[config.mk]
export PLATFORM = sky130hd
export DESIGN_NAME = fm_mod_tx_sequencer
export DESIGN_NICKNAME = d
export VERILOG_FILES = /design/src/rtl/fm_mod_tx_sequencer.sv
export SDC_FILE = /design/constraint.sdc
export NUM_CORES = 1
export LEC_CHECK = 0
export ABC_AREA = 1
export CAP_MARGIN = 30
export CELL_PAD_IN_SITES_DETAIL_PLACEMENT = 0
export CELL_PAD_IN_SITES_GLOBAL_PLACEMENT = 2
export CORE_MARGIN = 3
export CORE_UTILIZATION = 27
export CTS_CLUSTER_DIAMETER = 60
export DETAILED_ROUTE_END_ITERATION = 8
export GPL_ROUTABILITY_DRIVEN = 1
export GPL_TIMING_DRIVEN = 0
export PLACE_DENSITY = 0.86
export SYNTH_ARGS = -nofsm -noshare
export SYNTH_HDL_FRONTEND = slang
export SYNTH_SLANG_ARGS = --single-unit
[constraint.sdc]
create_clock -name clk -period 2.06 [get_ports clk]
set_clock_uncertainty 0.1 [all_clocks]
set_input_delay 0.412 -clock clk [delete_from_list [all_inputs] [get_ports clk]]
set_output_delay 0.412 -clock clk [all_outputs]
set_load 0.03 [all_outputs]
[src/rtl/fm_mod_tx_sequencer.sv]
// fm_mod_tx_sequencer: burst sequencer feeding the FM modulator with LEAD/PREAMBLE/PAYLOAD/TAIL bits.
// Each bit lasts bit_div+1 clocks; zero-length phases are skipped without costing clocks.
module fm_mod_tx_sequencer #(
    parameter int CNT_W  = 16,
    parameter int TAIL_W = 8
) (
    input  logic              clk,
    input  logic              reset,
    input  logic              tx_start,
    input  logic              tx_abort,
    input  logic [CNT_W-1:0]  bitrate_div,
    input  logic [CNT_W-1:0]  lead_bits,
    input  logic [CNT_W-1:0]  preamble_bits,
    input  logic [CNT_W-1:0]  payload_bits,
    input  logic [TAIL_W-1:0] tail_bits,
    input  logic              data_in,
    input  logic              data_valid,
    output logic              data_ready,
    output logic              mod_data,
    output logic              mod_data_valid,
    output logic              mod_clk_out,
    output logic              mod_bit_en,
    output logic              busy,
    output logic              done,
    output logic              underflow,
    output logic [2:0]        state
);
    typedef enum logic [2:0] {
        IDLE = 3'd0, ARM = 3'd1, LEAD = 3'd2, PRE = 3'd3,
        PAY  = 3'd4, TAIL = 3'd5, DONE = 3'd6
    } state_t;

    state_t             st, nxt;
    logic [CNT_W-1:0]   bit_div, div_cnt, lead_rem, pre_rem, pay_rem;
    logic [TAIL_W-1:0]  tail_rem;
    logic               pre_bit, active, load;

    assign state = st;

    // Earlier phases are already drained, so the first nonzero counter is the next bit's phase.
    always_comb begin
        active     = (st == LEAD) || (st == PRE) || (st == PAY) || (st == TAIL);
        load       = (st == ARM) || (active && div_cnt == '0);
        nxt        = (lead_rem != '0) ? LEAD :
                     (pre_rem  != '0) ? PRE  :
                     (pay_rem  != '0) ? PAY  :
                     (tail_rem != '0) ? TAIL : DONE;
        data_ready = load && (nxt == PAY);
    end

    always_ff @(posedge clk) begin
        if (reset) begin
            st             <= IDLE;
            bit_div        <= '0;
            div_cnt        <= '0;
            lead_rem       <= '0;
            pre_rem        <= '0;
            pay_rem        <= '0;
            tail_rem       <= '0;
            pre_bit        <= 1'b0;
            mod_data       <= 1'b0;
            mod_data_valid <= 1'b0;
            mod_clk_out    <= 1'b0;
            mod_bit_en     <= 1'b0;
            busy           <= 1'b0;
            done           <= 1'b0;
            underflow      <= 1'b0;
        end else if (tx_abort && st != IDLE) begin
            st             <= IDLE;
            div_cnt        <= '0;
            mod_data       <= 1'b0;
            mod_data_valid <= 1'b0;
            mod_clk_out    <= 1'b0;
            mod_bit_en     <= 1'b0;
            busy           <= 1'b0;
            done           <= 1'b0;
        end else begin
            case (st)
                IDLE: begin
                    done <= 1'b0;
                    if (tx_start && !tx_abort) begin
                        st        <= ARM;
                        busy      <= 1'b1;
                        underflow <= 1'b0;
                        pre_bit   <= 1'b1;
                        bit_div   <= bitrate_div;
                        lead_rem  <= lead_bits;
                        pre_rem   <= preamble_bits;
                        pay_rem   <= payload_bits;
                        tail_rem  <= tail_bits;
                    end
                end
                DONE: begin
                    st   <= IDLE;
                    busy <= 1'b0;
                    done <= 1'b0;
                end
                default: begin
                    if (load && nxt == DONE) begin
                        st             <= DONE;
                        div_cnt        <= '0;
                        done           <= 1'b1;
                        mod_data       <= 1'b0;
                        mod_data_valid <= 1'b0;
                        mod_clk_out    <= 1'b0;
                        mod_bit_en     <= 1'b0;
                    end else if (load) begin
                        st             <= nxt;
                        div_cnt        <= bit_div;
                        mod_bit_en     <= 1'b1;
                        mod_clk_out    <= bit_div != '0;
                        mod_data_valid <= nxt != LEAD;
                        mod_data       <= (nxt == PRE) ? pre_bit :
                                          (nxt == PAY) ? (data_valid & data_in) : 1'b0;
                        if (nxt == LEAD)
                            lead_rem <= lead_rem - CNT_W'(1);
                        else if (nxt == PRE) begin
                            pre_rem <= pre_rem - CNT_W'(1);
                            pre_bit <= ~pre_bit;
                        end else if (nxt == PAY) begin
                            pay_rem <= pay_rem - CNT_W'(1);
                            if (!data_valid)
                                underflow <= 1'b1;
                        end else
                            tail_rem <= tail_rem - TAIL_W'(1);
                    end else begin
                        div_cnt     <= div_cnt - CNT_W'(1);
                        mod_bit_en  <= 1'b0;
                        mod_clk_out <= (div_cnt - CNT_W'(1)) > (bit_div >> 1);
                    end
                end
            endcase
        end
    end
endmodule

==> flow_summary_export.csv <==
group,metric,value,unit
cts,clkTransAtPathRegs,80,ps
hold_path,min_path_type,"register to register",
floorplan,die_y,166,um
floorplan,placementRows,58,
drt,finalWirelength,25.1,mm
critical_path,crit_start,"pre_rem[1]",
critical_path,required,1550,ps
global_routing,overflow,0,
global_routing,antenna_found_initial,0,
global_routing,grt_pass1_vias,7291,
placement,place_congestion,0.851,
cts,clk_latency,360,ps
drt,drcViolationCount,0,
sta,hold_viol,0,
floorplan,die-area,27600,um2
run_status,outcome,"finished, violations left",
global_routing,grt_max_degree,17,
drt,drt_iter0_drc,433,
drt,via_count,7558,
critical_path,cp_slowest_cell,"dfxtp_2",
cts,hold_buffers,0,
synthesis,synth-seq-cells,99,
critical_path,worst_setup_path_end_kind,"output port",
floorplan,coreArea,25200,um2
sta,fmax,430,MHz
synthesis,synthDistinctLibCells,43,
synthesis,avgSynthCellArea,6.20,um2
final_layout,final_area,9670,um2
sta,rsz0062_at_grt,"true",
critical_path,crit_arrival,1810,ps
synthesis,synth_nets,1217,
synthesis,synth_edf_count,0,
placement,dpl.hpwl,18.3,mm
final_layout,nNetsFinal,1377,
sta,finalSetupViolCount,84,
final_layout,area_delta_synth_final,39.5,%
hold_path,hp-start,"mod_data_valid",
critical_path,slowest_delay,330,ps
global_routing,track_usage,17.9,%
critical_path,cp_common_cell,"nor2_4",
floorplan,die_w,166,um
global_routing,use_met3,2.40,%
critical_path,crit_path_start_kind,"register",
sta,worst_slew_pin_slew,762,ps
synthesis,syn_inst,1118,
flow_run,maxCapViolations,0,
synthesis,synth-seq-area-share,28.6,%
cts,tritoncts,"done",
sta,tns,-7500,ps
run_status,violations,"negative setup slack",
placement,dpl.cell_count,1536,
cts,cts_buffers,9,
synthesis,yosys_warnings,0,
drt,vias_per_cell,4.69,
cts,htreeDepth,3,
synthesis,syn_area,6930,um2
sta,report.final.slew_viol_count,0,
cts,root_buffer,"clkbuf_16",
final_layout,diodes,0,
critical_path,rr_startpoint,"div_cnt[4]",
sta,relSlewSlack,49.2,%
floorplan,pin_count,89,
placement,portBuffers,88,
cts,clock-sinks,99,
global_routing,use_met1,25.9,%
floorplan,initial_core_util,27.5,%
critical_path,cp_num_buf_inv,2,
sta,min_period_over_period,113,%
critical_path,path_delay_family,"simple AND/OR/NAND/NOR gates",
final_layout,fill_cells,2663,
sta,fin_crit,2330,ps
global_routing,grt.met2_usage,27.6,%
drt,drt-pass1-iter-count,5,
sta,setup_ws,-265,ps
placement,placed_cell_area,8270,um2
global_routing,grt-busiest-layer,"met2",
drt,antenna_left,0,
cts,cts_buffer_depth,2,
final_layout,final_cells,1613,
final_layout,layout-drive-gt1-share,22.4,%
global_routing,grt_first_pass_wirelength,39.8,mm
critical_path,cp_max_fo,3,
synthesis,synthArstFlopShare,0,%
drt,drt-wirelength-per-cell,15.6,um
synthesis,ys.flop_type,"dfxtp_1",
critical_path,critical_path_class,"register to output port",
critical_path,crit_chain,"inv_2 > ha_4 > nand3_4 > nor2_8 > nand4_4 > nor2_4 > nand2_2 > nor2_4 > buf_6",
==> cell usage after synthesis, types with 15 or more instances <==
cell type	n	area share, %
a21oi_1	72	5.2
a31oi_1	15	1.4
clkbuf_1	17	0.92
dfxtp_1	99	29
ha_1	21	3.8
inv_1	123	6.7
nand2_1	297	16
nand3_1	41	3.0
nand4_1	21	1.9
nor2_1	181	9.8
nor2_2	22	2.0
nor3_1	17	1.2
o21ai_0	71	5.1
==> metrics by stage <==
stage	setup WS (ps)	utilization [%]	hold slack, ps
2_1_floorplan	9.57	-	346
3_3_place_gp	-932	32.9	357
3_5_place_dp	-932	32.9	365
4_1_cts	-304	36.6	376
5_1_grt	-444	38.4	390
6_report	-265	38.4	375
==> layer usage <==
layer  share of wire [%]  up-vias
met5                   0        -
met4                 1.7        0
met3                 3.8       24
met2                  44      149
met1                  50     3475
li1                    -     3910
==> cell families (layout without fill, tap and decap cells) <==
group,Yosys count,in the layout,share of synthesized area (%)
AOI/OAI and AO/OA,181,181,14.1
xor gates and xnor gates,20,20,2.53
adders and majority gates,21,21,3.79
buffers and inverters,175,340,10.6
DFF,99,99,28.6
muxes,2,2,0.289
and+or+nand+nor,620,620,40.1
==> worst paths after layout <==
kind	cells after the start	end	slack, ps
setup reg to reg	13	mod_clk_out	-270
hold reg to reg	2	mod_data_valid	380
setup / recovery	9	data_ready	-270
hold / removal	2	mod_data_valid	380
==> sequential cells by signal, summed over array words and instances, names as in the netlist <==
register        count
mod_bit_en          1
done                1
underflow           1
mod_data_valid      1
state               3
tail_rem            8
mod_data            1
lead_rem           16
busy                1
pay_rem            16
div_cnt            16
pre_rem            16
bit_div            16
mod_clk_out         1
pre_bit             1
==> cell type report <==
type	instances	area, um2	area share (%)
multi-input combinational	844	4680	48.4
sequential	99	2000	20.7
timing repair buffer	149	1430	14.8
inverter	137	537	5.55
tap	330	413	4.27
buffer	38	298	3.08
clock buffer	9	225	2.33
clock inverter	7	91.3	0.944
==> worst min-delay path: stages (launching register included) <==
cell and delay [ps]:
dfxtp_1 320, nand2_1 60, a21oi_1 50
==> what timing repair did <==
| item | 4_1_cts | 5_1_grt |
|---|---|---|
| setup endpoints to repair | 96 | 98 |
| hold endpoints to repair | 0 | 0 |
| buffers inserted | 41 | 19 |
| resized for setup | 101 | 98 |
| cloned | 1 | 1 |
| pin swaps | 28 | 27 |
==> cell usage in the layout (no fill, tap or decap), types with 5 or more instances in the layout <==
cell type	netlist	routed
a21oi_1	72	66
a21oi_2	0	6
a31oi_1	15	15
buf_2	13	10
buf_4	1	51
buf_6	6	15
clkbuf_1	17	7
clkbuf_16	0	11
clkbuf_2	0	6
clkdlybuf4s50_1	0	86
dfxtp_1	99	85
dfxtp_2	0	14
ha_1	21	15
ha_4	0	5
inv_1	123	109
inv_2	12	24
nand2_1	297	266
nand2_2	6	30
nand2_4	1	6
nand3_1	41	38
nand3_4	3	7
nand4_1	21	21
nor2_1	181	164
nor2_2	22	31
nor2_4	11	19
nor3_1	17	13
nor4_1	5	5
o21ai_0	71	54
o21ai_1	3	10
o21ai_2	0	8
o31ai_1	5	5
xnor2_1	7	6
xor2_1	13	13
Power is left out: the tool's default activity adds up to more than one toggle a clock period on the data nets, which glitch-free logic cannot reach.
